$ cat src/rtl/y_arith_pkg.sv
// Shared definitions for the serial arithmetic units: FSM encoding and chunk sizing helpers.
package y_arith_pkg;

  typedef enum logic {
    S_IDLE = 1'b0,
    S_RUN  = 1'b1
  } state_t;

  function automatic int calc_nchunk(input int width, input int chunk);
    return width / chunk;
  endfunction

  // Index counter width; a single-chunk unit still gets a 1-bit counter.
  function automatic int calc_idxw(input int width, input int chunk);
    int n;
    n = width / chunk;
    return (n > 1) ? $clog2(n) : 1;
  endfunction

endpackage

$ cat src/rtl/y_adder_chunk.sv
// Combinational CHUNK-bit ripple adder built from per-bit full-adder cells.
module y_adder_chunk #(
  parameter int CHUNK = 8
) (
  input  logic [CHUNK-1:0] a,
  input  logic [CHUNK-1:0] b,
  input  logic             cin,
  output logic [CHUNK-1:0] sum,
  output logic             cout,
  output logic             c_msb
);

  logic [CHUNK:0] c;

  assign c[0] = cin;

  for (genvar i = 0; i < CHUNK; i++) begin : g_fa
    assign sum[i]  = a[i] ^ b[i] ^ c[i];
    assign c[i+1]  = (a[i] & b[i]) | (c[i] & (a[i] ^ b[i]));
  end

  assign cout  = c[CHUNK];
  // Carry into the top bit, needed for signed overflow detection.
  assign c_msb = c[CHUNK-1];

endmodule

$ cat src/rtl/y_adder_serial.sv
// Multi-cycle add/subtract: one CHUNK-bit slice per clock, LS chunk first, start/done handshake.
module y_adder_serial
  import y_arith_pkg::*;
#(
  parameter int WIDTH = 32,
  parameter int CHUNK = 8
) (
  input  logic             clk,
  input  logic             rst,
  input  logic             start,
  input  logic [WIDTH-1:0] a,
  input  logic [WIDTH-1:0] b,
  input  logic             cin,
  input  logic             sub,
  output logic             busy,
  output logic             done,
  output logic [WIDTH-1:0] z,
  output logic             cout,
  output logic             ovf,
  output logic             zero
);

  localparam int NCHUNK = calc_nchunk(WIDTH, CHUNK);
  localparam int IW     = calc_idxw(WIDTH, CHUNK);

  state_t           state, state_nxt;
  logic [WIDTH-1:0] opa, opb, acc, acc_nxt;
  logic             cr;
  logic [IW-1:0]    idx;
  logic [CHUNK-1:0] csum;
  logic             cco, cmsb;
  logic             accept, last;

  assign busy   = (state == S_RUN);
  assign accept = (state == S_IDLE) && start;
  assign last   = (idx == IW'(NCHUNK - 1));

  // Operands shift right each step, so the adder always sees the low chunk.
  y_adder_chunk #(.CHUNK(CHUNK)) u_chunk (
    .a     (opa[CHUNK-1:0]),
    .b     (opb[CHUNK-1:0]),
    .cin   (cr),
    .sum   (csum),
    .cout  (cco),
    .c_msb (cmsb)
  );

  // New chunk enters at the top; after NCHUNK steps the LS chunk has reached bit 0.
  always_comb begin
    acc_nxt = (acc >> CHUNK) | (WIDTH'(csum) << (WIDTH - CHUNK));
  end

  always_ff @(posedge clk or posedge rst) begin
    if (rst) state <= S_IDLE;
    else     state <= state_nxt;
  end

  always_comb begin
    state_nxt = state;
    case (state)
      S_IDLE:  if (start) state_nxt = S_RUN;
      S_RUN:   if (last)  state_nxt = S_IDLE;
      default:            state_nxt = S_IDLE;
    endcase
  end

  always_ff @(posedge clk or posedge rst) begin
    if (rst) begin
      opa  <= '0;
      opb  <= '0;
      acc  <= '0;
      cr   <= 1'b0;
      idx  <= '0;
      done <= 1'b0;
      z    <= '0;
      cout <= 1'b0;
      ovf  <= 1'b0;
      zero <= 1'b0;
    end else begin
      done <= 1'b0;
      if (accept) begin
        // Subtract as a + ~b + !cin by inverting b and cin once at latch time.
        opa <= a;
        opb <= b ^ {WIDTH{sub}};
        cr  <= cin ^ sub;
        idx <= '0;
      end else if (state == S_RUN) begin
        opa <= opa >> CHUNK;
        opb <= opb >> CHUNK;
        cr  <= cco;
        acc <= acc_nxt;
        idx <= idx + 1'b1;
        if (last) begin
          z    <= acc_nxt;
          cout <= cco;
          ovf  <= cco ^ cmsb;
          zero <= (acc_nxt == '0);
          done <= 1'b1;
        end
      end
    end
  end

endmodule

$ cat config.mk
export PLATFORM = sky130hd
export DESIGN_NAME = y_adder_serial
export DESIGN_NICKNAME = d
export VERILOG_FILES = /design/src/rtl/y_arith_pkg.sv /design/src/rtl/y_adder_chunk.sv /design/src/rtl/y_adder_serial.sv
export SDC_FILE = /design/constraint.sdc
export NUM_CORES = 1
export LEC_CHECK = 0
export CELL_PAD_IN_SITES_DETAIL_PLACEMENT = 0
export CELL_PAD_IN_SITES_GLOBAL_PLACEMENT = 1
export CORE_ASPECT_RATIO = 0.7
export CORE_MARGIN = 8
export CORE_UTILIZATION = 54
export CTS_CLUSTER_DIAMETER = 200
export DETAILED_ROUTE_END_ITERATION = 12
export DONT_BUFFER_PORTS = 1
export PLACE_DENSITY = 0.93
export SLEW_MARGIN = 20
export SYNTH_ARGS = -nofsm -noshare
export SYNTH_HDL_FRONTEND = slang
export SYNTH_SLANG_ARGS = --single-unit
$ cat constraint.sdc
create_clock -name clk -period 6.5 [get_ports clk]
set_clock_uncertainty 0.2 [all_clocks]
set_input_delay 1.3 -clock clk [delete_from_list [all_inputs] [get_ports clk]]
set_output_delay 1.3 -clock clk [all_outputs]
set_load 0.02 [all_outputs]
# [Word level (Yosys, flattened, before mapping)]
# Cells that the tools add are included.
[totals] regBits=136 in_bits=69 output_inout_bits=37 wordCells=78
[op_classes] addsub=1 n_eq_ne=1 mux=14 bitwise=46 reduce_logical=5
[ops] cell="two-way mux 32 bit" count=4
[ops] cell="zero test 32 bit" count=1
[ops] cell="bitwise OR 24 x 32 -> 32 bit" count=1
[ops] cell="bitwise XOR 32 bit" count=1
[ops] cell="bitwise XOR 1 bit" count=18
[ops] cell="bitwise AND 1 bit" count=16
[ops] cell="bitwise OR 1 bit" count=8
[ops] cell="two-way mux 1 bit" count=7
[ops] cell="two-way mux 2 bit" count=2
[ops] cell="AND reduction 3 bit" count=1
[ops] cell="adder 2 x 1 -> 2 bit, second input constant" count=1
[ops] cell="equality test 2 bit, second input constant" count=1
[ops] cell="NOT 1 bit" count=2
[ops] cell="case mux 1 bit (2 select lines)" count=1
[ops] cell="AND reduction 2 bit" count=1
[ops] cell="nonzero test 2 bit" count=1
[ops] cell="logical AND 1 bit" count=1

# [Logic depth before layout (Yosys ltp)]
[depth] word_depth=19 mapped_depth=13 mapped_depth_nobuf=13

# [Modules after synthesis]
# From an unflattened synthesis, not the netlist that was laid out.
[unflattened] cells_unflattened=470 area_unflattened_um2=5866.9
[modules_own_cells] mod="y_adder_serial" n_inst=1 cells_per_inst=452 area_each_um2=5669.2 seq_area_each_um2=3203.1
[modules_own_cells] mod="y_adder_chunk" n_inst=1 cells_per_inst=18 area_each_um2=197.7 seq_area_each_um2=0.0

# [Least setup slack after synthesis]
# No wires, ideal clock.
[synth_path] path_type="flip-flop to flip-flop" from="register opa[0]" to="register zero" setup_ns=0.125 t_arrival_ns=3.607 required_time_ns=6.175 setup_slack_ns=2.569 stages_incl_launch_ff=14 n_path_buf=0 synth_period_minus_slack_ns=3.931 path_cell_list="dfrtp_1 > fa_1 > fa_1 > fa_1 > fa_1 > inv_1 > fa_1 > inv_1 > fa_1 > fa_1 > inv_1 > fa_1 > nand4_1 > o41ai_2"
[synth_via] elab_chain_len=18 word_cells_on_any_way=26 cone_classes="bitwise (25); reduce/logical (1)"
[synth_rtl] item="start: declaration" line_no="y_adder_serial.sv:27" text="logic [WIDTH-1:0] opa, opb, acc, acc_nxt;"
[synth_rtl] item="start signal: assignment" line_no="y_adder_serial.sv:88" text="opa <= opa >> CHUNK;"
[synth_rtl] item="bitwise XOR 1 bit" line_no="y_adder_chunk.sv:18, y_adder_chunk.sv:19"
[synth_rtl] item="bitwise AND 1 bit" line_no="y_adder_chunk.sv:19" text="assign c[i+1] = (a[i] & b[i]) | (c[i] & (a[i] ^ b[i]));"
[synth_rtl] item="bitwise OR 1 bit" line_no="y_adder_chunk.sv:19"
[synth_rtl] item="bitwise AND 1 bit" line_no="y_adder_chunk.sv:19"
[synth_rtl] item="bitwise OR 1 bit" line_no="y_adder_chunk.sv:19"
[synth_rtl] item="bitwise AND 1 bit" line_no="y_adder_chunk.sv:19"
[synth_rtl] item="bitwise OR 1 bit" line_no="y_adder_chunk.sv:19"
[synth_rtl] item="bitwise AND 1 bit" line_no="y_adder_chunk.sv:19"
[synth_rtl] item="[2 not listed]"
[synth_rtl] item="bitwise OR 1 bit" line_no="y_adder_chunk.sv:19"
[synth_rtl] item="bitwise AND 1 bit" line_no="y_adder_chunk.sv:19"
[synth_rtl] item="bitwise OR 1 bit" line_no="y_adder_chunk.sv:19"
[synth_rtl] item="bitwise AND 1 bit" line_no="y_adder_chunk.sv:19"
[synth_rtl] item="bitwise OR 1 bit" line_no="y_adder_chunk.sv:19"
[synth_rtl] item="bitwise XOR 1 bit" line_no="y_adder_chunk.sv:18" text="assign sum[i] = a[i] ^ b[i] ^ c[i];"
[synth_rtl] item="bitwise OR 24 x 32 -> 32 bit *" line_no="y_adder_serial.sv:50" text="acc_nxt = (acc >> CHUNK) | (WIDTH'(csum) << (WIDTH - CHUNK));"
[synth_rtl] item="zero test 32 bit *" line_no="y_adder_serial.sv:97" text="zero <= (acc_nxt == '0);"
[synth_rtl] item="end signal: assignment" line_no="y_adder_serial.sv:97"
[synth_rtl] item="end: declaration" line_no="y_adder_serial.sv:20" text="output logic zero"
# Every way passes the cells marked *; elsewhere a longest branch is shown, timed or not.
# A chain may end at the register's enable or synchronous reset.

# [Final worst setup path]
# Same ends and word-level chain as after synthesis.

==> results list <==
* Outcome: completed
* Ranking of synthesized cells by instance count: sky130_fd_sc_hd__dfrtp_1, sky130_fd_sc_hd__mux2i_1, sky130_fd_sc_hd__nand2_1
* Buffers inserted by post-CTS timing repair: 0
* Number of buffers on the longest clock path: 2
* Power density over cell area: 514 nW/um^2
- For this run, design rule violations remaining after detail routing come to 0.
- The routed layout has 3346 vias.
* P_sw: 1.10 mW
- Sink count of the clock tree: 128
- Net switching is 33.3% of the power.
- Final hold violations: 0
- Met2 Usage GRT: 27.6%
* Inserted Clock Buffers: 17
* Met1 track demand over resource: 19.9%
- Flip-flop cell with the highest count after synthesis: sky130_fd_sc_hd__dfrtp_1
- Summed over all cells, the static leakage comes to 2.99 nW.
* Overall die area: 14500 sq um
- Cell types with the largest area share after synthesis: sky130_fd_sc_hd__dfrtp_1, sky130_fd_sc_hd__mux2_2, sky130_fd_sc_hd__mux2i_1
* Internal power consumption: 2.20 mW
* Net count after synthesis: 552
- Max_cap viols: 0
* Vias in the first global route: 3570
* Part of the power in registers: 46.8%
- Once routing completed, OpenROAD measured the worst setup slack at 2.34 ns.
* Fin nets: 540
- Overall routed net length: 11.7 mm
- Routed Antenna Nets: 0
- Routed wirelength normalized by instance count: 19.2 microns
- The pre-antenna-repair detailed-routing pass consisted of 4 iterations.
* Most used standard cell by instance count after synthesis: sky130_fd_sc_hd__dfrtp_1
- After clock tree synthesis, the repair step resized 0 gates.
* Warnings from Yosys: 0
* Setup TNS after final layout: 0 ns
* Highest ir drop seen on vdd: 259 uV
- The floorplan step set the die width to 140 microns.
- The worst pin sits at a relative slew slack of 43.9%.
* Number of rows in the core area: 31
- After clock tree synthesis, the clock-pin slew on the worst setup and hold paths is 0.05 ns.
* Number of slew-limit violations in the final report: 0
* Type of the worst setup path: register to register
- Routability-driven placement finished with a final weighted congestion of 0.767.
* Clock tree from TritonCTS: built
* Crit-path max cell delay: 0.45 ns
- Prior to clock tree synthesis, the placed netlist has a worst setup slack of 2.34 ns.
- Worst min-delay path startpoint: opa[23]
- RSZ-0062 raised after global routing: no
* Worst-Margin Slew: 0.841 ns
- Setup violations remaining at the end of the flow were counted as 0.
- The mapped netlist covers 5840 sq um.
- At the end of the flow the core is filled with cells to 61.5%.
- Summed over all instances, the cell type with the most area after synthesis is sky130_fd_sc_hd__dfrtp_1.
- Entering global routing, the biggest net connects 78 pins.
- Cell with the biggest individual delay on the critical path: sky130_fd_sc_hd__fa_1
- Min-delay worst type: register to register
* Sort of element at the start of the critical path: register
- Number of DRC markers after the initial detailed-route iteration: 242
* Vias per inst: 5.52
- Buffers inserted to repair hold after CTS numbered 0.
- Effective utilization at floorplan: 56.0%
- In this run the worst path has a maximum fanout of 3.
- Signed area change from the synthesized netlist to the final layout: 9.85%
- Share of the yosys chip area belonging to registers: 54.8%
- Kind of end point of the critical path: register
- Critical path, cell by cell: fa_1 -> fa_1 -> fa_1 -> fa_1 -> inv_1 -> fa_1 -> inv_1 -> fa_1 -> fa_1 -> inv_1 -> fa_1 -> nand4_1 -> o41ai_2
* R2r startpoint: opa[0]
* FFs w/ async S/R, synth: 100%
* Worst Path Required: 6.57 ns
- Port buffering added 0 buffers.
- A synthesized cell averages 12.3 sq um.
- GRT Resource Usage Total: 17.1%
- Most common cell on crit path: sky130_fd_sc_hd__fa_1
- Combinational logic is responsible for 22.6% of the overall power.
- Together, buffers and inverters on the worst path number 3.
* Synthesized instance count: 474
- Layout cells sized above 1: 18.1%
* Top-Level Pins: 106
- Number of antenna violations at the first check in global routing: 1
- Antenna diode instance count: 0
- First-pass GRT wire length: 19.0 mm
* Routing usage on met3: 8.09%
- Number of enable flip-flop cells after synthesis: 0
- CTS root buf: sky130_fd_sc_hd__clkbuf_16
* Top Family by Delay on Critical Path: adder cells
* Number of distinct library cells after synthesis: 24
* Hpwl dp: 8.05 mm
- Worst Path Arrival: 4.23 ns
- The floorplan step set the die height to 103 microns.
* FILL cells: 811
- Share of power burned in the clock network: 30.6%
- Peak-usage layer in the global routing report: met2
- Post-Place Cells: 575
- In this run the worst setup path begins at opa[0].
- Total global routing overflow: 0
- Number of synthesized register bits: 128
- Core Area: 10400 sq um
- Clock insertion delay at the later pin of the skew report: 0.41 ns
- Max H-tree Level: 4
- Final cycle utilization of the critical path: 64.0%
- Area share of the largest cell type after synthesis: 54.8%
* Clock period minus final worst setup slack: 4.16 ns
- Fmax: 0.240 GHz
- Leaving out filler cells and counting taps, the final layout contains 606.
## worst paths after layout
path / to / slack, ns / cells past startpoint
max in group asynchronous: busy / 4.25 / 2
setup / recovery: zero / 2.34 / 13
hold / removal: opa[15] / 0.29 / 2
hold reg to reg: opa[15] / 0.29 / 2
min in group asynchronous: opa[16] / 0.63 / 1
setup reg to reg: zero / 2.34 / 13
## area by class of cell
cell class,count,area (sq um),share of cell area [%]
multi-input cells,303,2360,36.8
well taps,132,165,2.57
flip-flops and latches,128,3210,50.0
clock buffers,21,440,6.86
clock inverters,10,188,2.93
repair buffers,2,15.0,0.234
inverters,10,42.5,0.663
## metrics by stage
stage	power [mW]	hold slack, ns	area (sq um)
after global routing	3.49	0.309	6420
after CTS	3.33	0.287	6420
final	3.30	0.287	6420
after floorplan	2.12	0.249	5840
after global placement	2.25	0.264	5790
after detailed placement	2.31	0.271	5790
## power groups by stage
stage          Sequential (mW)  Combinational [mW]  Clock (mW)
3_5_place_dp              1.56               0.751           0
5_1_grt                   1.60               0.838        1.05
2_1_floorplan             1.42               0.698           0
3_3_place_gp              1.54               0.709           0
4_1_cts                   1.55               0.757        1.02
6_report                  1.54               0.744        1.01
## sequential cells by signal, summed over array words and instances, names as in the netlist
register  cells
opa          32
opb          32
z            32
acc          24
idx           2
busy          1
cout          1
cr            1
done          1
ovf           1
zero          1
## logic make-up (layout without fill, tap and decap cells)
kind of cell | Yosys count | after routing | synth area share (%)
AO/OA/AOI/OAI | 64 | 64 | 6.08
XOR/XNOR | 34 | 34 | 5.10
adder cells (fa/ha/maj) | 9 | 9 | 2.96
buffers and inverters | 43 | 43 | 4.78
flip-flops | 128 | 128 | 54.8
multiplexers | 112 | 112 | 20.3
AND/OR/NAND/NOR | 84 | 84 | 5.91
## placed cells by master, fill, tap and decap left out, types with 8 or more instances in the layout
cell type / netlist / layout
sky130_fd_sc_hd__a211oi_1: 8 / 8
sky130_fd_sc_hd__clkbuf_16: 0 / 17
sky130_fd_sc_hd__dfrtp_1: 128 / 127
sky130_fd_sc_hd__fa_1: 8 / 8
sky130_fd_sc_hd__inv_1: 10 / 9
sky130_fd_sc_hd__mux2_2: 53 / 53
sky130_fd_sc_hd__mux2i_1: 59 / 59
sky130_fd_sc_hd__nand2_1: 54 / 54
sky130_fd_sc_hd__nor2_1: 20 / 20
sky130_fd_sc_hd__o21ai_0: 28 / 28
sky130_fd_sc_hd__o21ai_1: 24 / 24
sky130_fd_sc_hd__xnor2_1: 8 / 8
sky130_fd_sc_hd__xor2_1: 26 / 26
## worst register-to-register path, stage by stage (launching register included)
cell                      delay, ns
sky130_fd_sc_hd__dfrtp_1       0.40
sky130_fd_sc_hd__fa_1          0.44
sky130_fd_sc_hd__fa_1          0.39
sky130_fd_sc_hd__fa_1          0.42
sky130_fd_sc_hd__fa_1          0.40
sky130_fd_sc_hd__inv_1         0.08
sky130_fd_sc_hd__fa_1          0.15
sky130_fd_sc_hd__inv_1         0.05
sky130_fd_sc_hd__fa_1          0.38
sky130_fd_sc_hd__fa_1          0.41
sky130_fd_sc_hd__inv_1         0.09
sky130_fd_sc_hd__fa_1          0.45
sky130_fd_sc_hd__nand4_1       0.11
sky130_fd_sc_hd__o41ai_2       0.08
## routing by layer
layer / up-vias / wire length (microns)
met2: 74 / 5570
met5: - / 0
met3: 11 / 950
met1: 1652 / 5040
li1: 1609 / -
met4: 0 / 111
Power figures use the tool's default switching activity.
==> edit 1 (same settings) <==
`CHUNK` is set to 8 in 2 places; all go to 9.
--- a/src/rtl/y_adder_chunk.sv
+++ b/src/rtl/y_adder_chunk.sv
@@ -2,3 +2,3 @@
 module y_adder_chunk #(
-  parameter int CHUNK = 8
+  parameter int CHUNK = 9
 ) (
--- a/src/rtl/y_adder_serial.sv
+++ b/src/rtl/y_adder_serial.sv
@@ -5,3 +5,3 @@
   parameter int WIDTH = 32,
-  parameter int CHUNK = 8
+  parameter int CHUNK = 9
 ) (
Formal check against the unedited RTL: not equivalent (Yosys sat finds a counterexample within 10 cycles, from zero or initial values and one cycle with rst high).
==> edit 1 against the unedited design <==
Worst hold slack worse by 0.017 ns. Power rose by 0.38%. Setup slack got worse by 0.40 ns. Clock power down 6%. Global-route usage is 0.66 points higher. Design area down 0.76%. Synthesized area down 1.0%. Count of clock-buffer cells in the layout decreased by 1. Synthesized cell count is 0.42% lower. Wire length increased by 5.0%. First-iteration DRC count is 8.7% lower. Sequential cell count decreased by 1. Largest power group unchanged. Highest routed layer unchanged.
==> edit 1: results (changes against the unedited design) <==
Timing
  • Setup tns final: 0 ns (unchanged)
  • Least-Margin Pin Slew: 0.891 ns (was 0.841 ns)
  • Fmax: 219 MHz (was 240 MHz)

Logic synthesis
  • XOR/XNOR share of the synthesized area: 5.15% (was 5.10%)
  • Post-Synth Adder-Cell Area: 3.33% (was 2.96%)
  • Mux contribution to synthesized area: 20.4% (was 20.3%)
  • Main synth FF type: dfrtp_1 (unchanged)
  • Sequential share of the synthesized area: 55.0% (was 54.8%)
  • Unique masters post-synth: 20 (was 24)
  • Async SR Flop Fraction: 100% (unchanged)
  • Syn Inst Count: 472 (was 474)
  • Top cells by count, synth: dfrtp_1 (127), mux2i_1 (59), nand2_1 (54), mux2_2 (52), o21ai_0 (50) (was dfrtp_1 (128), mux2i_1 (59), nand2_1 (54), mux2_2 (53), o21ai_0 (28))
  • Synth Area in Compound Gates: 5.95% (was 6.08%)
  • Synth top area cells: dfrtp_1 (55%), mux2i_1 (10%), mux2_2 (10%), o21ai_0 (4.3%), xor2_1 (3.8%) (was dfrtp_1 (55%), mux2_2 (10%), mux2i_1 (10%), xor2_1 (3.9%), nand2_1 (3.5%))
  • Syn nets: 551 (was 552)

Clocking
  • CTS Buf Count: 17 (unchanged)
  • Clk Latency, worst-skew pair: 0.41 ns (about the same)

Global route
  • Largest net degree at the start of global routing: 93 (was 78)
  • First-pass GRT wire length: 19.7 mm (was 19.0 mm)
  • Initial antenna violation count: 0 (was 1)
  • Vias in the first global route: 3,540 (was 3,570)
  • Global-route usage over all layers: 17.8% (was 17.1%)

Placed design
  • DP Area: 5770 um2 (was 5790 um2)
  • GP Congestion: 0.787 (was 0.767)
  • Place WS: 1.95 ns (was 2.34 ns)
  • Detailed placement HPWL: 8.47 mm (was 8.05 mm)

Worst setup path
  • Critical path fanouts, max: 3 (unchanged)
  • Worst Setup SP: opa[0] (unchanged)
  • Top Family by Delay on Critical Path: adder cells (unchanged)
  • Critical path arrival: 4.64 ns (was 4.23 ns)
  • Worst R2R Path Depth: 14 (was 13)

Route
  • Final WL: 12.2 mm (was 11.7 mm)
  • TritonRoute pass-1 iters: 5 (was 4)
  • DRT iter0 DRCs: 221 (was 242)
  • Post-route DRC violation count: 0 (unchanged)
  • Total number of vias: 3,383 (was 3,346)
  • Vias per cell: 5.57 (was 5.52)

Worst hold path
  • Hold_sp: opb[12] (was opa[23])
  • Hold WC Path Type: register to register (unchanged)

Final layout
  • N_diodes: 0 (unchanged)
  • Area of the multi-input gates: 2350 um2 (was 2360 um2)
  • Layout fillers: 803 (was 811)
  • Nets: 541 (was 540)
  • Ratio of cells with drive above 1 in the final layout: 18.9% (was 18.1%)

Pwr
  • Int Pwr: 0.00214 W (was 0.00220 W)
  • Pleak: 2.96 nW (was 2.99 nW)
  • Clock Power: 0.000948 W (was 0.00101 W)
  • Peak supply drop: 0.243 mV (was 0.259 mV)
  • Combinational power: 0.000806 W (was 0.000744 W)
  • Pwr Total: 0.00331 W (was 0.00330 W)
  • Top Consumer: sequential cells (unchanged)

Outcome
  • Outcome: finished, final reports clean (unchanged)
edit 1: final cells by class:
| cell class | instances | area share [%] |
|---|---|---|
| Multi-Input combinational cell | 302 | 36.9 |
| Sequential cell | 127 | 50.0 |
| Tap cell | 132 | 2.59 |
| Clock buffer | 20 | 7.33 |
| Clock inverter | 12 | 2.12 |
| Inverter | 11 | 0.688 |
| Timing Repair Buffer | 3 | 0.354 |
edit 1: metal layers:
| layer | track usage [%] | up-vias | wire [um] |
|---|---|---|---|
| met3 | 8.00 | 16 | 888 |
| met1 | 23.0 | 1691 | 5640 |
| met5 | 0 | - | 0 |
| li1 | - | 1589 | - |
| met2 | 26.6 | 87 | 5560 |
| met4 | 5.48 | 0 | 150 |
edit 1: worst paths after layout:
kind                          end  slack (ns)
setup / recovery             zero        1.94
hold reg to reg            opb[3]        0.27
hold / removal             opb[3]        0.27
min in group asynchronous  idx[0]        0.73
max in group asynchronous  opa[3]        4.09
setup reg to reg             zero        1.94
==> edit 2 (same flow settings) <==
Made on the original files. Put one more register stage on the output `z`. The value now appears one clock later. The other outputs are not delayed to match.
--- a/src/rtl/y_adder_serial.sv
+++ b/src/rtl/y_adder_serial.sv
@@ -24,2 +24,4 @@
   localparam int IW     = calc_idxw(WIDTH, CHUNK);
+
+  logic [WIDTH-1:0] z_s0;
 
@@ -74,3 +76,3 @@
       done <= 1'b0;
-      z    <= '0;
+      z_s0 <= '0;
       cout <= 1'b0;
@@ -93,3 +95,3 @@
         if (last) begin
-          z    <= acc_nxt;
+          z_s0 <= acc_nxt;
           cout <= cco;
@@ -103,2 +105,6 @@
 
+  always_ff @(posedge clk) begin
+    z <= z_s0;
+  end
+
 endmodule
Function: changed (a bounded check fails within 10 cycles, from zero or initial values and one cycle with rst high).
==> edit 2 against the unedited design <==
Design area grew 10%. Setup slack lost 0.10 ns. Sequential cell count grew 32. Global-route usage shrank 0.82 points. Core utilization shrank 0.98 points. Wire length grew 6.4%. Synthesized area grew 11%. Die area grew 9.4%. Cell count grew 9.6%. Power grew 10%. Critical path type unchanged. Critical endpoint unchanged.
==> edit 2: results (changes against the unedited design) <==
Outcome
  • Outcome: finished, final reports clean (unchanged)

Final layout
  • Layout fillers: 917 (was 811)
  • Ratio of cells with drive above 1 in the final layout: 17.9% (was 18.1%)
  • Nets: 572 (was 540)
  • N_diodes: 0 (unchanged)

Route
  • Vias per cell: 5.29 (was 5.52)
  • DRT iter0 DRCs: 194 (was 242)
  • DR WL/cell: 18.7 um (was 19.2 um)
  • TritonRoute pass-1 iters: 4 (unchanged)

Global route
  • First-pass GRT wire length: 20.1 mm (was 19.0 mm)
  • Global-route usage over all layers: 16.3% (was 17.1%)
  • Initial antenna violation count: 0 (was 1)
  • Vias in the first global route: 3,698 (was 3,570)
  • Largest net degree at the start of global routing: 117 (was 78)

Worst setup path
  • RR Endpoint: zero (unchanged)
  • Worst R2R Path Depth: 13 (unchanged)
  • Critical path fanouts, max: 3 (unchanged)
  • R2r setup slk: 2.24 ns (was 2.34 ns)
  • Critical path arrival: 4.32 ns (was 4.23 ns)
  • Top Family by Delay on Critical Path: adder cells (unchanged)
  • Reg-to-reg critical path startpoint: opa[0] (unchanged)
  • Setup Crit Path Kind: register to register (unchanged)
  • Worst path slowest cell: fa_1 (unchanged)
  • Biggest cell delay along the critical path: 0.44 ns

Logic synthesis
  • Main synth FF type: dfrtp_1 (unchanged)
  • Yosys synthesis warning count: 0 (unchanged)
  • Syn nets: 584 (was 552)
  • Sequential share of the synthesized area: 59.3% (was 54.8%)
  • Top cells by count, synth: dfrtp_1 (128), mux2i_1 (59), nand2_1 (54), mux2_2 (53), dfxtp_1 (32) (was dfrtp_1 (128), mux2i_1 (59), nand2_1 (54), mux2_2 (53), o21ai_0 (28))
  • Unique masters post-synth: 25 (was 24)
  • Async SR Flop Fraction: 80.0% (was 100%)
  • Synth top area cells: dfrtp_1 (49%), dfxtp_1 (9.9%), mux2_2 (9.2%), mux2i_1 (9.1%), xor2_1 (3.5%) (was dfrtp_1 (55%), mux2_2 (10%), mux2i_1 (10%), xor2_1 (3.9%), nand2_1 (3.5%))

Placed design
  • GP Congestion: 0.824 (was 0.767)
  • Detailed placement HPWL: 8.52 mm (was 8.05 mm)
  • Number of port buffers: 0 (unchanged)

Pwr
  • Peak supply drop: 0.252 mV (was 0.259 mV)
  • Seq pwr share: 51.1% (was 46.8%)
  • Psw: 0.00122 W (was 0.00110 W)
  • Combinational power: 0.000768 W (was 0.000744 W)
  • Pleak: 3.26 nW (was 2.99 nW)

Clocking
  • Clock slew at reported path FFs: 0.06 ns
  • Clock Tree Buf Depth: 2 (unchanged)
  • Clk Latency, worst-skew pair: 0.42 ns
  • Setup Fix Bufs, Post-CTS: 0 (unchanged)
  • CTS H-tree lvls: 4 (unchanged)
  • CTS Buf Count: 17 (unchanged)
  • PostCTS Resize Cnt: 0 (unchanged)
  • CTS root buffer: clkbuf_16 (unchanged)

Worst hold path
  • Hold WC Path Type: register to register (unchanged)
  • Hold_sp: z_s0[11] (was opa[23])

Timing
  • Least-Margin Pin Slew: 0.997 ns (was 0.841 ns)
-- edit 2: worst min-delay path by stage --
stage / slack (ns) / to / cells after the start
after floorplan: 0.14 / z[0] / 0
after global placement: 0.15 / z[17] / 0
after detailed placement: 0.15 / z[11] / 0
after CTS: 0.17 / z[29] / 0
after global routing: 0.17 / z[11] / 0
final: 0.16 / z[11] / 0
-- edit 2: cells by family (layout without fill, tap and decap cells) --
logic type,count (synthesis),count (layout),share of synthesized area [%]
AOI/OAI and AO/OA,64,64,5.48
xor gates and xnor gates,34,34,4.60
and+or+nand+nor,84,84,5.35
buffers and inverters,43,44,4.25
DFF,160,160,59.3
adders and majority gates,9,9,2.67
muxes,112,112,18.3
-- edit 2: area by class of cell --
class | count | area, um2 | area share, %
inverter | 10 | 42.5 | 0.602
timing repair buffer | 2 | 15.0 | 0.212
sequential | 160 | 3850 | 54.4
clock buffer | 20 | 479 | 6.78
clock inverter | 12 | 130 | 1.84
multi-input combinational | 303 | 2360 | 33.4
tap | 157 | 196 | 2.78
-- edit 2: stage by stage --
stage / total power, W / cells / instance area, um2 / setup WS [ns]
floorplan: 0.00244 / 506 / 6480 / 1.59
global placement: 0.00258 / 632 / 6460 / 2.33
detailed placement: 0.00265 / 632 / 6460 / 2.24
CTS: 0.00367 / 664 / 7070 / 2.22
global route: 0.00384 / 664 / 7070 / 2.07
finish: 0.00363 / 664 / 7070 / 2.24
-- edit 2: metal layers --
metal	wire length (um)	global-route usage, %	up-vias
li1	-	-	1694
met3	1020	7.22	13
met1	5660	20.9	1712
met4	118	4.57	0
met2	5620	24.9	91
met5	0	0	-
